### config.mk
export PLATFORM = sky130hd
export DESIGN_NAME = fpu_mul_arbiter
export DESIGN_NICKNAME = d
export VERILOG_FILES = /design/src/rtl/fpu_mul_arbiter.sv
export SDC_FILE = /design/constraint.sdc
export NUM_CORES = 1
export LEC_CHECK = 0
export ABC_AREA = 1
export CORE_AREA = 2 2 160 162
export DETAILED_ROUTE_END_ITERATION = 10
export DIE_AREA = 0 0 162 164
export PLACE_DENSITY_LB_ADDON = 0.08
export SLEW_MARGIN = 20
export SYNTH_ARGS = -nofsm -noshare
export SYNTH_HDL_FRONTEND = slang
export SYNTH_SLANG_ARGS = --single-unit
### constraint.sdc
create_clock -name clk -period 3.55 [get_ports clk]
set_clock_uncertainty 0.1 [all_clocks]
set_input_delay 0.5325 -clock clk [delete_from_list [all_inputs] [get_ports clk]]
set_output_delay 0.5325 -clock clk [all_outputs]
set_load 0.01 [all_outputs]
### src/rtl/fpu_mul_arbiter.sv
// fpu_mul_arbiter: round-robin sharing of one single-precision FP multiplier among NREQ requesters.
// Optional per-requester sticky overflow/underflow flags under FPU_MUL_ARB_STICKY_FLAGS_EN.

`ifdef FPU_MUL_ARB_STICKY_FLAGS_EN
module fpu_mul_arb_sticky_lane (
  input  logic clk,
  input  logic rst,
  input  logic set_ovf,
  input  logic set_unf,
  input  logic clr,
  output logic sticky_ovf,
  output logic sticky_unf
);
  // a set landing in the same cycle as a clear wins
  always_ff @(posedge clk) begin
    if (rst) begin
      sticky_ovf <= 1'b0;
      sticky_unf <= 1'b0;
    end else begin
      sticky_ovf <= set_ovf | (sticky_ovf & ~clr);
      sticky_unf <= set_unf | (sticky_unf & ~clr);
    end
  end
endmodule
`endif

module fpu_mul_arbiter #(
  parameter int NREQ    = 4,
  parameter int MUL_LAT = 1
) (
  input  logic                  clk,
  input  logic                  rst,
  input  logic [NREQ-1:0]       req_valid,
  output logic [NREQ-1:0]       req_ready,
  input  logic [NREQ-1:0][31:0] req_data1,
  input  logic [NREQ-1:0][31:0] req_data2,
  output logic [NREQ-1:0]       resp_valid,
  input  logic [NREQ-1:0]       resp_ready,
  output logic [31:0]           resp_result,
  output logic                  resp_overflow,
  output logic                  resp_underflow,
  output logic [31:0]           mul_data1,
  output logic [31:0]           mul_data2,
  input  logic [31:0]           mul_result,
  input  logic                  mul_overflow,
  input  logic                  mul_underflow,
  output logic                  busy
`ifdef FPU_MUL_ARB_STICKY_FLAGS_EN
  ,
  input  logic [NREQ-1:0]       flag_clear,
  output logic [NREQ-1:0]       sticky_overflow,
  output logic [NREQ-1:0]       sticky_underflow
`else
`endif
);
  localparam int GW = (NREQ > 1) ? $clog2(NREQ) : 1;
  localparam int CW = (MUL_LAT > 0) ? $clog2(MUL_LAT + 1) : 1;

  typedef enum logic [1:0] {IDLE, EXEC, RESP} state_t;
  state_t state_q, state_d;

  logic [GW-1:0] last_grant, gnt_q, gnt_idx;
  logic          gnt_found;
  logic [CW-1:0] cnt;
  logic [31:0]   op1_q, op2_q;
  logic          accept, capture, resp_done;

  // first valid requester searching upward from last_grant+1, wrapping
  always_comb begin
    gnt_found = 1'b0;
    gnt_idx   = '0;
    for (int k = 1; k <= NREQ; k++) begin
      if (!gnt_found && req_valid[GW'((int'(last_grant) + k) % NREQ)]) begin
        gnt_found = 1'b1;
        gnt_idx   = GW'((int'(last_grant) + k) % NREQ);
      end
    end
  end

  always_comb begin
    state_d    = state_q;
    req_ready  = '0;
    resp_valid = '0;
    accept     = 1'b0;
    capture    = 1'b0;
    resp_done  = 1'b0;
    case (state_q)
      IDLE: begin
        if (gnt_found) begin
          req_ready[gnt_idx] = 1'b1;
          accept             = 1'b1;
          state_d            = EXEC;
        end
      end
      EXEC: begin
        if (cnt == '0) begin
          capture = 1'b1;
          state_d = RESP;
        end
      end
      RESP: begin
        resp_valid[gnt_q] = 1'b1;
        if (resp_ready[gnt_q]) begin
          resp_done = 1'b1;
          state_d   = IDLE;
        end
      end
      default: state_d = IDLE;
    endcase
  end

  always_ff @(posedge clk) begin
    if (rst) begin
      state_q        <= IDLE;
      last_grant     <= GW'(NREQ - 1);
      gnt_q          <= '0;
      cnt            <= '0;
      op1_q          <= '0;
      op2_q          <= '0;
      resp_result    <= '0;
      resp_overflow  <= 1'b0;
      resp_underflow <= 1'b0;
    end else begin
      state_q <= state_d;
      if (accept) begin
        op1_q      <= req_data1[gnt_idx];
        op2_q      <= req_data2[gnt_idx];
        gnt_q      <= gnt_idx;
        last_grant <= gnt_idx;
        cnt        <= CW'(MUL_LAT);
      end else if (state_q == EXEC && cnt != '0) begin
        cnt <= cnt - CW'(1);
      end
      if (capture) begin
        resp_result    <= mul_result;
        resp_overflow  <= mul_overflow;
        resp_underflow <= mul_underflow;
      end
    end
  end

  // operands stay registered so the multiplier sees stable inputs for the whole EXEC window
  assign mul_data1 = op1_q;
  assign mul_data2 = op2_q;
  assign busy      = (state_q != IDLE);

`ifdef FPU_MUL_ARB_STICKY_FLAGS_EN
  for (genvar i = 0; i < NREQ; i++) begin : g_sticky
    logic hit;
    assign hit = resp_done && (gnt_q == GW'(i));
    fpu_mul_arb_sticky_lane u_lane (
      .clk        (clk),
      .rst        (rst),
      .set_ovf    (hit & resp_overflow),
      .set_unf    (hit & resp_underflow),
      .clr        (flag_clear[i]),
      .sticky_ovf (sticky_overflow[i]),
      .sticky_unf (sticky_underflow[i])
    );
  end
`else
  // without sticky flags nothing consumes the response handshake strobe
  logic unused_resp_done;
  assign unused_resp_done = resp_done;
`endif

endmodule

# [Word level (Yosys, flattened, before mapping)]
# Index checks and enable logic that the tools add are counted.
[totals] ff_bits=105 latchBits=0 ram_bits=0 romBits=0 input_bits=300 out_inout_bits=107 elab_cells=83 mem_count=0
[classes] addsub=5 mul=0 n_div=0 n_lt_le_gt_ge=8 eq_ne=5 shifts=0 mux=43 bitwise=0 reduce_logical=13
[ops] operator="$bmux W32 S2" n=2
[ops] operator="$mux W32" n=2
[ops] operator="$mux W1" n=21
[ops] operator="$lt A2 B4 Y1 const B" n=4
[ops] operator="$mux W2" n=7
[ops] operator="$mux W4" n=3
[ops] operator="$bmux W1 S2" n=5
[ops] operator="$logic_and A1 B1 Y1" n=6
[ops] operator="$lt A2 B3 Y1 const B" n=2
[ops] operator="$ne A2 B2 Y1 const B" n=3
[ops] operator="$pmux W2 S3" n=1
[ops] operator="$add A2 B1 Y2 const B" n=2
[ops] operator="$add A2 B2 Y2 const B" n=2
[ops] operator="$demux W1 S2" n=2
[ops] operator="$ge A2 B1 Y1 const B" n=2
[ops] operator="$reduce_bool A2 Y1" n=2
[ops] operator="$logic_not A1 Y1" n=3
[ops] operator="$reduce_and A3 Y1" n=1
[ops] operator="$eq A2 B1 Y1 const B" n=1
[ops] operator="$eq A2 B2 Y1 const B" n=1
[ops] operator="$logic_not A2 Y1" n=1
[ops] operator="$sub A1 B1 Y1 const B" n=1

# [Logic depth before layout (Yosys ltp)]
# Gate-level depths: netlist of run 1.
[depth] depth_word=20 ltp_mapped=17

# [Worst setup path before layout of run 1]
# OpenSTA, ideal clock, no wires.
[synth_path] path_kind="input to output" from="input port req_valid[2]" to="output port req_ready[2]" arrival_ps=1790 slack_ps=1127 path_stages=11 path_cell_list="nand2_1 -> nand2_1 -> nand2_1 -> nand2_2 -> nor2_4 -> nand3_2 -> nor2_1 -> nor2_1 -> buf_2 -> buf_2 -> nor3_1"
[synth_between] elab_chain_cells=19 word_cells_on_any_way=33 cone_classes="2 x order compare; 24 x mux; 7 x reduce/logical"
[synth_lines] element="start, declared" line="33" rtl="input logic [NREQ-1:0] req_valid,"
[synth_lines] element="$bmux W1 S2" line="73" rtl="if (!gnt_found && req_valid[GW'((int'(last_grant) + k) % NREQ)]) begin"
[synth_lines] element="$mux W1 (not written as such) (2 in series)" line="73"
[synth_lines] element="$mux W1" line="73"
[synth_lines] element="$logic_not A1 Y1" line="73"
[synth_lines] element="$logic_and A1 B1 Y1" line="73"
[synth_lines] element="$mux W1" line="73"
[synth_lines] element="$logic_not A1 Y1" line="73"
[synth_lines] element="$logic_and A1 B1 Y1" line="73"
[synth_lines] element="[2 not listed]"
[synth_lines] element="$logic_and A1 B1 Y1" line="73"
[synth_lines] element="$mux W2" line="73"
[synth_lines] element="$lt A2 B3 Y1 (not written as such) / $ge A2 B1 Y1 (equally long branches)" line="90" rtl="req_ready[gnt_idx] = 1'b1;"
[synth_lines] element="$logic_and A1 B1 Y1 (not written as such)" line="90"
[synth_lines] element="$mux W1 (not written as such)" line="90"
[synth_lines] element="$demux W1 S2" line="90"
[synth_lines] element="$mux W4 (*)" line="89" rtl="if (gnt_found) begin"
[synth_lines] element="$mux W4 (*)" line="87" rtl="case (state_q)"
[synth_lines] element="end, declared" line="34" rtl="output logic [NREQ-1:0] req_ready,"
# Every way passes the cells marked *; elsewhere a longest branch is shown, timed or not. The select of a mux whose other input is x is not followed.

# [Final worst setup path of run 1]
[layout_path] from="input port req_valid[0]" to="output port req_ready[2]"
# The elaborated chain is that of the path after synthesis.

==> results of run 1 <==
-- power groups by stage --
stage / combinational (mW) / sequential [mW] / clock, mW
2_1_floorplan: 4.63 / 2.15 / 0
6_report: 7.17 / 1.94 / 1.10
5_1_grt: 8.10 / 2.00 / 1.18
3_3_place_gp: 7.24 / 1.96 / 0
4_1_cts: 7.30 / 1.94 / 1.14
3_5_place_dp: 7.27 / 1.97 / 0
-- state kept, by name (all words and copies together), names as in the netlist --
register        flops
resp_underflow      1
resp_overflow       1
resp_result        32
last_grant          2
cnt                 1
gnt_q               2
mul_data2          32
mul_data1          32
state_q             2
-- logic make-up after synthesis --
family	count (synthesis)	synth area share, %
and+or+nand+nor	710	45.2
buffers and inverters	303	18.4
DFF	105	30.5
AOI/OAI and AO/OA	79	5.98
-- placed cells by master (no fill, tap or decap), types with 3 or more instances in the layout --
master           instances
nand3_1                184
dfxtp_1                105
clkbuf_16                9
inv_1                  222
nand2_2                  7
inv_12                   3
nand2_1                261
buf_4                   14
nor3b_2                  7
nor3_1                   6
a21oi_1                 40
nor2_1                 207
clkdlybuf4s50_1        405
o21ai_0                 34
nor3b_1                 29
-- worst min-delay path: stages, from the launching register on --
cell     delay [ns]
dfxtp_1        0.32
inv_1          0.05
a21oi_1        0.05
-- layer usage --
metal  vias up  track usage (%)
li1       4333                -
met3        20             6.79
met5         -                0
met4         0             4.47
met1      3617             24.6
met2       259             35.3
-- how the worst min path moves through the flow --
stage,endpoint,startpoint,slack (ns)
global placement,resp_result[24],resp_result[24],0.33
global route,resp_result[13],resp_result[13],0.36
floorplan,cnt,cnt,0.35
CTS,resp_result[24],resp_result[24],0.35
detailed placement,resp_result[23],resp_result[23],0.34
finish,resp_result[24],resp_result[24],0.35
-- cell type report --
type,count,area share (%)
Antenna cell,1,0.0219
Clock buffer,9,1.97
Clock inverter,7,0.842
Inverter,226,7.45
Multi-Input combinational cell,789,31.0
Sequential cell,105,18.4
Tap cell,330,3.61
Timing Repair Buffer,422,36.8
-- through the flow --
stage	cell area, µm²	hold WS (ns)	cells	util (%)
floorplan	6900	0.352	1197	-
global placement	11100	0.330	1872	44.8
detailed placement	11100	0.336	1872	44.8
CTS	11400	0.350	1888	46.1
global route	11400	0.363	1889	46.1
finish	11400	0.348	1889	46.1
==> results.py, run 1 <==
metrics = {
    "synthesis": {
        "synthTopCellsByArea": "dfxtp_1, nand2_1, nand3_1, inv_1, nor2_1",
        "synth_cell_types": 28,
        "synthFlopType": "dfxtp_1",
        "ys_seq_area_share_pct": 30.5,
        "syn_avg_cell_area_um2": 5.76,
        "netlist_area_um2": 6900,
        "syn_nets": 1497,
        "synth_cells": 1197,
        "synth_top_area_share_pct": 30.5,
        "ys_seq_elements": 105,
        "async_flop_share_pct": 0,
        "yosys.area.top_type": "dfxtp_1",
        "synth_common_cells": "nand2_1, inv_1, nor2_1",
        "synth_most_common_cell": "nand2_1",
        "synth_edf_count": 0,
        "ys_warn_count": 0,
    },
    "floorplan": {
        "rows": 58,
        "dieArea_um2": 26600,
        "top_level_ports": 407,
        "die_h_um": 164,
        "initial_core_util_pct": 27.8,
        "core_area_um2": 24800,
        "die_x_um": 162,
    },
    "detailed_routing": {
        "drtIter0Drc": 419,
        "vias": 8229,
        "drc": 0,
        "via_per_inst": 4.36,
        "drtPass1Iterations": 4,
        "drt-total-wl_um": 28000,
        "ant_nets": 0,
        "routedWlPerCell_um": 14.8,
        "wl_met2_um": 13300,
        "met1Wirelength_um": 11700,
        "top_layer": "met4",
        "wl_met3_um": 2570,
    },
    "setup_path": {
        "worstSetupStartpointType": "input port",
        "cpPeakStageDelay_ns": 0.64,
        "startpoint": "req_valid[0]",
        "crit_top_cell": "nand2_2",
        "cp.buffers_inverters": 3,
        "r2r_cells": 14,
        "path_depth": 12,
        "worst_r2r_endpoint": "mul_data1[2]",
        "cp_data_arrival_time_ns": 2.63,
        "worstPathCellList": "clkdlybuf4s50_1, nand2_1, nand2_1, nand2_2, nand2_2, nor2_1, nor2_1, nand2_2, nand2_4, inv_2, nor3_1, clkdlybuf4s50_1",
        "rrSetupSlack_ns": 1.02,
        "cp-endpoint": "req_ready[2]",
        "cp_slowest_cell": "clkdlybuf4s50_1",
        "cp-end-kind": "output port",
        "cp_top_family": "buffers and inverters",
        "path_class": "in -> out",
        "r2r_start": "last_grant[0]",
        "cp_max_fo": 5,
        "required_ns": 2.92,
    },
    "cts": {
        "cts_buffers": 9,
        "cts_hold_buf": 0,
        "cts_root_buf": "clkbuf_16",
        "cts_tree": "done",
        "clk_latency_ns": 0.35,
        "htreeDepth": 3,
        "post_cts_resized": 0,
        "postCtsSetupRepairBufs": 0,
        "clk_pin_slew_ns": 0.09,
        "clock_path_buffers": 2,
        "cts_sinks": 105,
    },
    "pwr": {
        "p_sw_mw": 5.17,
        "total_power_mw": 10.2,
        "irDropWorstVdd_v": 0.000544,
        "seqPwrFrac_pct": 19.0,
        "clock_power_share_pct": 10.7,
        "p_per_area_nw_per_um2": 892,
        "p_leak_nw": 5.39,
        "p_int_mw": 5.03,
        "comb_power_share_pct": 70.3,
        "netSwitchingFraction_pct": 50.7,
    },
    "timing": {
        "setup_viol": 0,
        "fin_crit_ns": 3.26,
        "slew_viol_final": 0,
        "rsz0062_at_grt": "false",
        "finalWorstSetupSlack_ns": 0.289,
        "slew_headroom_pct": 42.9,
        "hold_viol_final": 0,
        "timing.fmax_mhz": 307,
        "min_period_over_period_pct": 91.9,
        "fin_tns_setup_ns": 0,
        "worst_slew_pin_slew_ns": 0.857,
    },
    "global_routing": {
        "grt_max_degree": 109,
        "first_global_vias": 7570,
        "grt_usage_pct": 20.4,
        "grt_antenna_before_repair": 1,
        "gr-total-overflow": 0,
        "grt_pass1_wl_um": 42200,
    },
    "final_layout": {
        "drive_gt1_share_pct": 3.72,
        "multi_input_area_um2": 3540,
        "synthToLayoutAreaGrowth_pct": 65.8,
        "fillers": 2652,
        "nets": 1853,
        "seqCellArea_um2": 2100,
    },
    "flow_run": {
        "cap_violations": 0,
    },
    "hold_path": {
        "holdCritPathClass": "reg -> reg",
        "worstHoldPathCells": 2,
    },
    "outcome": {
        "outcome": "finished, final reports clean",
    },
    "place": {
        "io_buffers": 406,
        "place_ws_ns": 0.260,
        "hpwl_um": 20900,
        "gp_congestion": 0.841,
    },
}
(Power assumes the default switching activity.)
==> run 2: changes to the inputs <==
PLACE_DENSITY = 0.68   (was unset)
PLACE_DENSITY_LB_ADDON = unset   (was 0.08)
==> run 2 against run 1 <==
Net effect: non-clock buffer count fell by 2; core utilization is essentially flat; power shrank 0.83%; critical path depth up 1; first-iteration DRC count increased by 4.3%; design area hardly changed; sequential share of layout area barely moved; worst setup slack got worse by 0.0095 ns; combinational power fell by 0.6%; routed wire length down 5.6%; flip-flop and latch count unchanged; critical path type is now reg -> out.
==> results.py, run 2 (synthesized netlist as in run 1, its figures left out) <==
metrics = {
    "detailed_routing": {
        "routedWlPerCell_um": 14.0,
        "drc": 0,
        "vias": 8408,
        "drt-total-wl_um": 26500,
        "drtIter0Drc": 437,
        "drtPass1Iterations": 4,
        "ant_nets": 0,
        "via_per_inst": 4.45,
    },
    "flow_run": {
        "cap_violations": 0,
    },
    "setup_path": {
        "required_ns": 2.92,
        "worstSetupStartpointType": "flop",
        "cp.buffers_inverters": 3,
        "cp-end-kind": "output port",
        "cp_slowest_cell": "clkdlybuf4s50_1",
        "cp_max_fo": 10,
        "worstPathCellList": "inv_4, nand2_1, nand2_1, nand2_2, nand2_2, nor2_4, nand3_2, nand2_2, nand2_4, inv_2, nand2_1, nor2_1, clkdlybuf4s50_1",
        "cpPeakStageDelay_ns": 0.55,
        "path_class": "reg -> out",
        "cp_top_family": "simple AND/OR/NAND/NOR gates",
        "cp_data_arrival_time_ns": 2.64,
    },
    "cts": {
        "clk_pin_slew_ns": 0.08,
        "cts_tree": "done",
        "cts_root_buf": "clkbuf_16",
        "cts_hold_buf": 0,
        "htreeDepth": 3,
        "cts_sinks": 105,
        "postCtsSetupRepairBufs": 0,
        "cts_buffers": 9,
        "post_cts_resized": 0,
        "clk_latency_ns": 0.35,
        "clock_path_buffers": 2,
    },
    "timing": {
        "slew_viol_final": 0,
        "fin_crit_ns": 3.27,
        "fin_tns_setup_ns": 0,
        "min_period_over_period_pct": 92.1,
        "rsz0062_at_grt": "false",
        "slew_headroom_pct": 44.2,
        "worst_slew_pin_slew_ns": 0.837,
        "hold_viol_final": 0,
        "timing.fmax_mhz": 306,
        "setup_viol": 0,
    },
    "floorplan": {
        "top_level_ports": 407,
        "initial_core_util_pct": 27.8,
        "core_area_um2": 24800,
        "die_x_um": 162,
        "dieArea_um2": 26600,
        "rows": 58,
        "die_h_um": 164,
    },
    "hold_path": {
        "holdCritPathClass": "reg -> reg",
    },
    "final_layout": {
        "final_core_util_pct": 46.1,
        "seqCellArea_um2": 2100,
        "final_cell_mix": "clkdlybuf4s50_1, nand2_1, inv_1",
        "multi_input_area_um2": 3540,
        "final_common_cell": "clkdlybuf4s50_1",
        "synthToLayoutAreaGrowth_pct": 65.7,
        "fillers": 2563,
        "drive_gt1_share_pct": 3.66,
        "nets": 1851,
    },
    "global_routing": {
        "grt_antenna_before_repair": 2,
        "grt_pass1_wl_um": 40100,
        "grt_max_degree": 124,
        "gr-total-overflow": 0,
        "first_global_vias": 7631,
        "grt_usage_pct": 19.1,
    },
    "pwr": {
        "total_power_mw": 10.1,
        "p_leak_nw": 5.38,
        "p_per_area_nw_per_um2": 885,
        "irDropWorstVdd_v": 0.000944,
    },
    "outcome": {
        "outcome": "finished, final reports clean",
    },
    "place": {
        "io_buffers": 406,
        "hpwl_um": 20100,
        "gp_congestion": 0.865,
    },
}
run 2: changes by cell type in the layout (fill, tap and decap cells not counted), sizes merged:
cell / change
inv: -1
clkdlybuf4s50: -1
clkinvlp: +1
buf: -1
diode: +1
run 2: report_power, final:
group	total [mW]	switching [mW]	internal (mW)	leakage [nW]
registers	1.95	0.270	1.68	0.870
logic	7.13	4.31	2.82	4.36
clock network	1.03	0.521	0.508	0.146
total	10.1	5.10	5.02	5.38
run 2: per-layer routing:
| layer | vias up | wire [µm] | global-route usage (%) |
|---|---|---|---|
| met5 | - | 0 | 0 |
| met4 | 0 | 745 | 6.76 |
| met3 | 42 | 2230 | 5.15 |
| met2 | 324 | 12900 | 33.1 |
| met1 | 3707 | 10600 | 22.6 |
| li1 | 4335 | - | - |
run 2: through the flow:
step	area [µm²]	setup slack, ns	hold slack [ns]	instances
floorplan	6900	1.13	0.352	1197
CTS	11400	0.261	0.347	1886
global placement	11100	0.368	0.329	1870
finish	11400	0.280	0.344	1888
detailed placement	11100	0.315	0.334	1870
global route	11400	0.0225	0.356	1887
run 2: worst reg2reg max path: cells and delay by family (launching register included):
family | cells | cell delay, ns
and+or+nand+nor | 9 | 1.22
DFF | 1 | 0.54
buffers and inverters | 2 | 0.46
AOI/OAI and AO/OA | 1 | 0.25
run 2: area by class of cell:
type                       instances  share of cell area [%]
timing repair buffer             420                    36.8
multi-input combinational        789                    31.0
sequential                       105                    18.4
inverter                         226                    7.45
tap                              330                    3.61
clock buffer                       9                    1.97
clock inverter                     7                   0.701
antenna                            2                  0.0438
run 2: path summary, 6_finish.rpt:
path	from	to	slack, ns	depth (start not counted)
max	last_grant[0]	req_ready[1]	0.28	13
min	resp_result[2]	resp_result[2]	0.34	2
max reg2reg	last_grant[0]	mul_data1[17]	0.86	12
min reg2reg	resp_result[2]	resp_result[2]	0.34	2
==> run 3: changes to the inputs <==
ABC_CLOCK_PERIOD_IN_PS = 3550   (was unset)
PLACE_DENSITY = unset   (was 0.68)
PLACE_DENSITY_LB_ADDON = 0.12   (was unset)
==> run 3 against run 2 <==
Net effect: non-clock buffer count is 2 higher; cell count unchanged; global-route usage increased by 0.91 points; fmax grew 0.74%; power is 0.53% higher; critical endpoint is now req_ready[0]; worst setup slack better by 0.024 ns; via count fell by 2.4%; critical path type is now in -> out; die area stayed put; design area about the same; worst hold slack improved by 0.0024 ns.
==> results.py, run 3 (synthesized netlist as in run 1, its figures left out) <==
metrics = {
    "outcome": {
        "outcome": "finished, final reports clean",
    },
    "setup_path": {
        "cp_max_fo": 4,
        "worstSetupStartpointType": "input port",
        "cp_data_arrival_time_ns": 2.61,
        "cp-end-kind": "output port",
        "required_ns": 2.92,
        "r2r_start": "last_grant[1]",
        "rrSetupSlack_ns": 0.95,
        "worst_r2r_endpoint": "mul_data1[27]",
        "r2r_cells": 12,
        "path_class": "in -> out",
    },
    "flow_run": {
        "cap_violations": 0,
    },
    "timing": {
        "fin_tns_setup_ns": 0,
        "finalWorstSetupSlack_ns": 0.304,
        "slew_headroom_pct": 43.0,
        "hold_viol_final": 0,
        "min_period_over_period_pct": 91.4,
        "holdWs_ns": 0.347,
        "setup_viol": 0,
        "timing.fmax_mhz": 308,
        "worst_slew_pin_slew_ns": 0.854,
        "rsz0062_at_grt": "false",
        "slew_viol_final": 0,
        "fin_crit_ns": 3.25,
    },
    "floorplan": {
        "rows": 58,
        "dieArea_um2": 26600,
        "die_h_um": 164,
        "initial_core_util_pct": 27.8,
        "core_area_um2": 24800,
        "top_level_ports": 407,
        "die_x_um": 162,
    },
    "cts": {
        "clk_latency_ns": 0.36,
        "cts_sinks": 105,
        "cts_tree": "done",
        "cts_buffers": 9,
        "clock_path_buffers": 2,
        "cts_root_buf": "clkbuf_16",
        "postCtsSetupRepairBufs": 0,
        "htreeDepth": 3,
        "cts_hold_buf": 0,
        "clk_pin_slew_ns": 0.09,
        "post_cts_resized": 0,
    },
    "final_layout": {
        "nets": 1853,
        "synthToLayoutAreaGrowth_pct": 65.7,
        "final_common_cell": "clkdlybuf4s50_1",
        "postLayoutCellArea_um2": 11400,
        "fillers": 2648,
        "instances_no_fill": 1888,
        "final_cell_mix": "clkdlybuf4s50_1, nand2_1, inv_1",
        "antenna_cells": 0,
        "drive_gt1_share_pct": 3.79,
    },
    "place": {
        "postPlaceCellArea_um2": 11100,
        "gp_congestion": 0.853,
        "dp_cells": 1871,
        "io_buffers": 406,
        "hpwl_um": 20300,
        "place_ws_ns": 0.271,
    },
    "pwr": {
        "p_per_area_nw_per_um2": 890,
        "irDropWorstVdd_v": 0.000629,
        "p_leak_nw": 5.38,
        "p_sw_mw": 5.14,
        "p_int_mw": 5.03,
        "netSwitchingFraction_pct": 50.5,
        "comb_power_share_pct": 70.4,
        "clock_power_share_pct": 10.5,
        "seqPwrFrac_pct": 19.1,
    },
    "detailed_routing": {
        "drc": 0,
        "via_per_inst": 4.35,
        "drtPass1Iterations": 4,
        "drt-total-wl_um": 27500,
        "ant_nets": 0,
        "vias": 8208,
        "routedWlPerCell_um": 14.6,
        "drtIter0Drc": 441,
    },
    "global_routing": {
        "gr-total-overflow": 0,
        "grt_pass1_wl_um": 41600,
        "grt_max_degree": 95,
        "grt_usage_pct": 20.0,
        "grt_antenna_before_repair": 2,
        "first_global_vias": 7510,
    },
    "hold_path": {
        "holdPathEnd": "resp_result[15]",
        "min_from": "resp_result[15]",
        "worstHoldPathCells": 2,
        "holdCritPathClass": "reg -> reg",
    },
}
run 3: cell types whose count changed in the layout (fill, tap and decap cells not counted), sizes merged:
cell / change
buf: +1
clkdlybuf4s50: +1
clkinv: +3
clkinvlp: -1
diode: -2
inv: -2
run 3: power by group through the flow:
stage / combinational (mW) / sequential (mW) / clock, mW
final: 7.16 / 1.94 / 1.07
after global routing: 8.10 / 2.00 / 1.15
after CTS: 7.25 / 1.95 / 1.11
after detailed placement: 7.20 / 1.97 / 0
after global placement: 7.19 / 1.96 / 0
after floorplan: 4.63 / 2.15 / 0
run 3: final cells by class:
cell class,instances,area (µm²),share of cell area [%]
timing repair buffer,422,4210,36.8
multi-input combinational,789,3540,31.0
sequential,105,2100,18.4
inverter,226,852,7.45
tap,330,413,3.61
clock buffer,9,225,1.97
clock inverter,7,86.3,0.755
run 3: critical path: stages:
cell and delay (ns):
clkdlybuf4s50_1 0.47, inv_1 0.04, nand2_1 0.07, nand2_1 0.07
nand2_1 0.06, nand2_1 0.09, nand4_1 0.08, nand2_1 0.08
inv_1 0.10, o21ai_4 0.07, buf_4 0.15, nor3_1 0.18
clkdlybuf4s50_1 0.63
run 3: per-stage QoR:
stage | total power, mW | util [%]
floorplan | 6.78 | -
global placement | 9.15 | 44.7
detailed placement | 9.17 | 44.7
CTS | 10.3 | 45.9
global route | 11.3 | 46.1
finish | 10.2 | 46.1
run 3: how the worst max path moves through the flow:
stage	from	to	cells past startpoint	slack (ns)
5_1_grt	req_valid[3]	req_ready[0]	13	0.005
4_1_cts	last_grant[0]	req_ready[2]	11	0.22
3_5_place_dp	req_valid[2]	req_ready[3]	11	0.27
3_3_place_gp	req_valid[3]	req_ready[0]	13	0.27
2_1_floorplan	req_valid[2]	req_ready[2]	11	1.13
6_report	req_valid[2]	req_ready[0]	13	0.30
run 3: per-layer routing:
metal  vias to the layer above  wire length [µm]  GRT usage, %
met2                       274             13200          34.3
li1                       4327                 -             -
met3                        33              2300          6.34
met5                         -                27             0
met1                      3570             11500          24.1
met4                         4               499          5.35
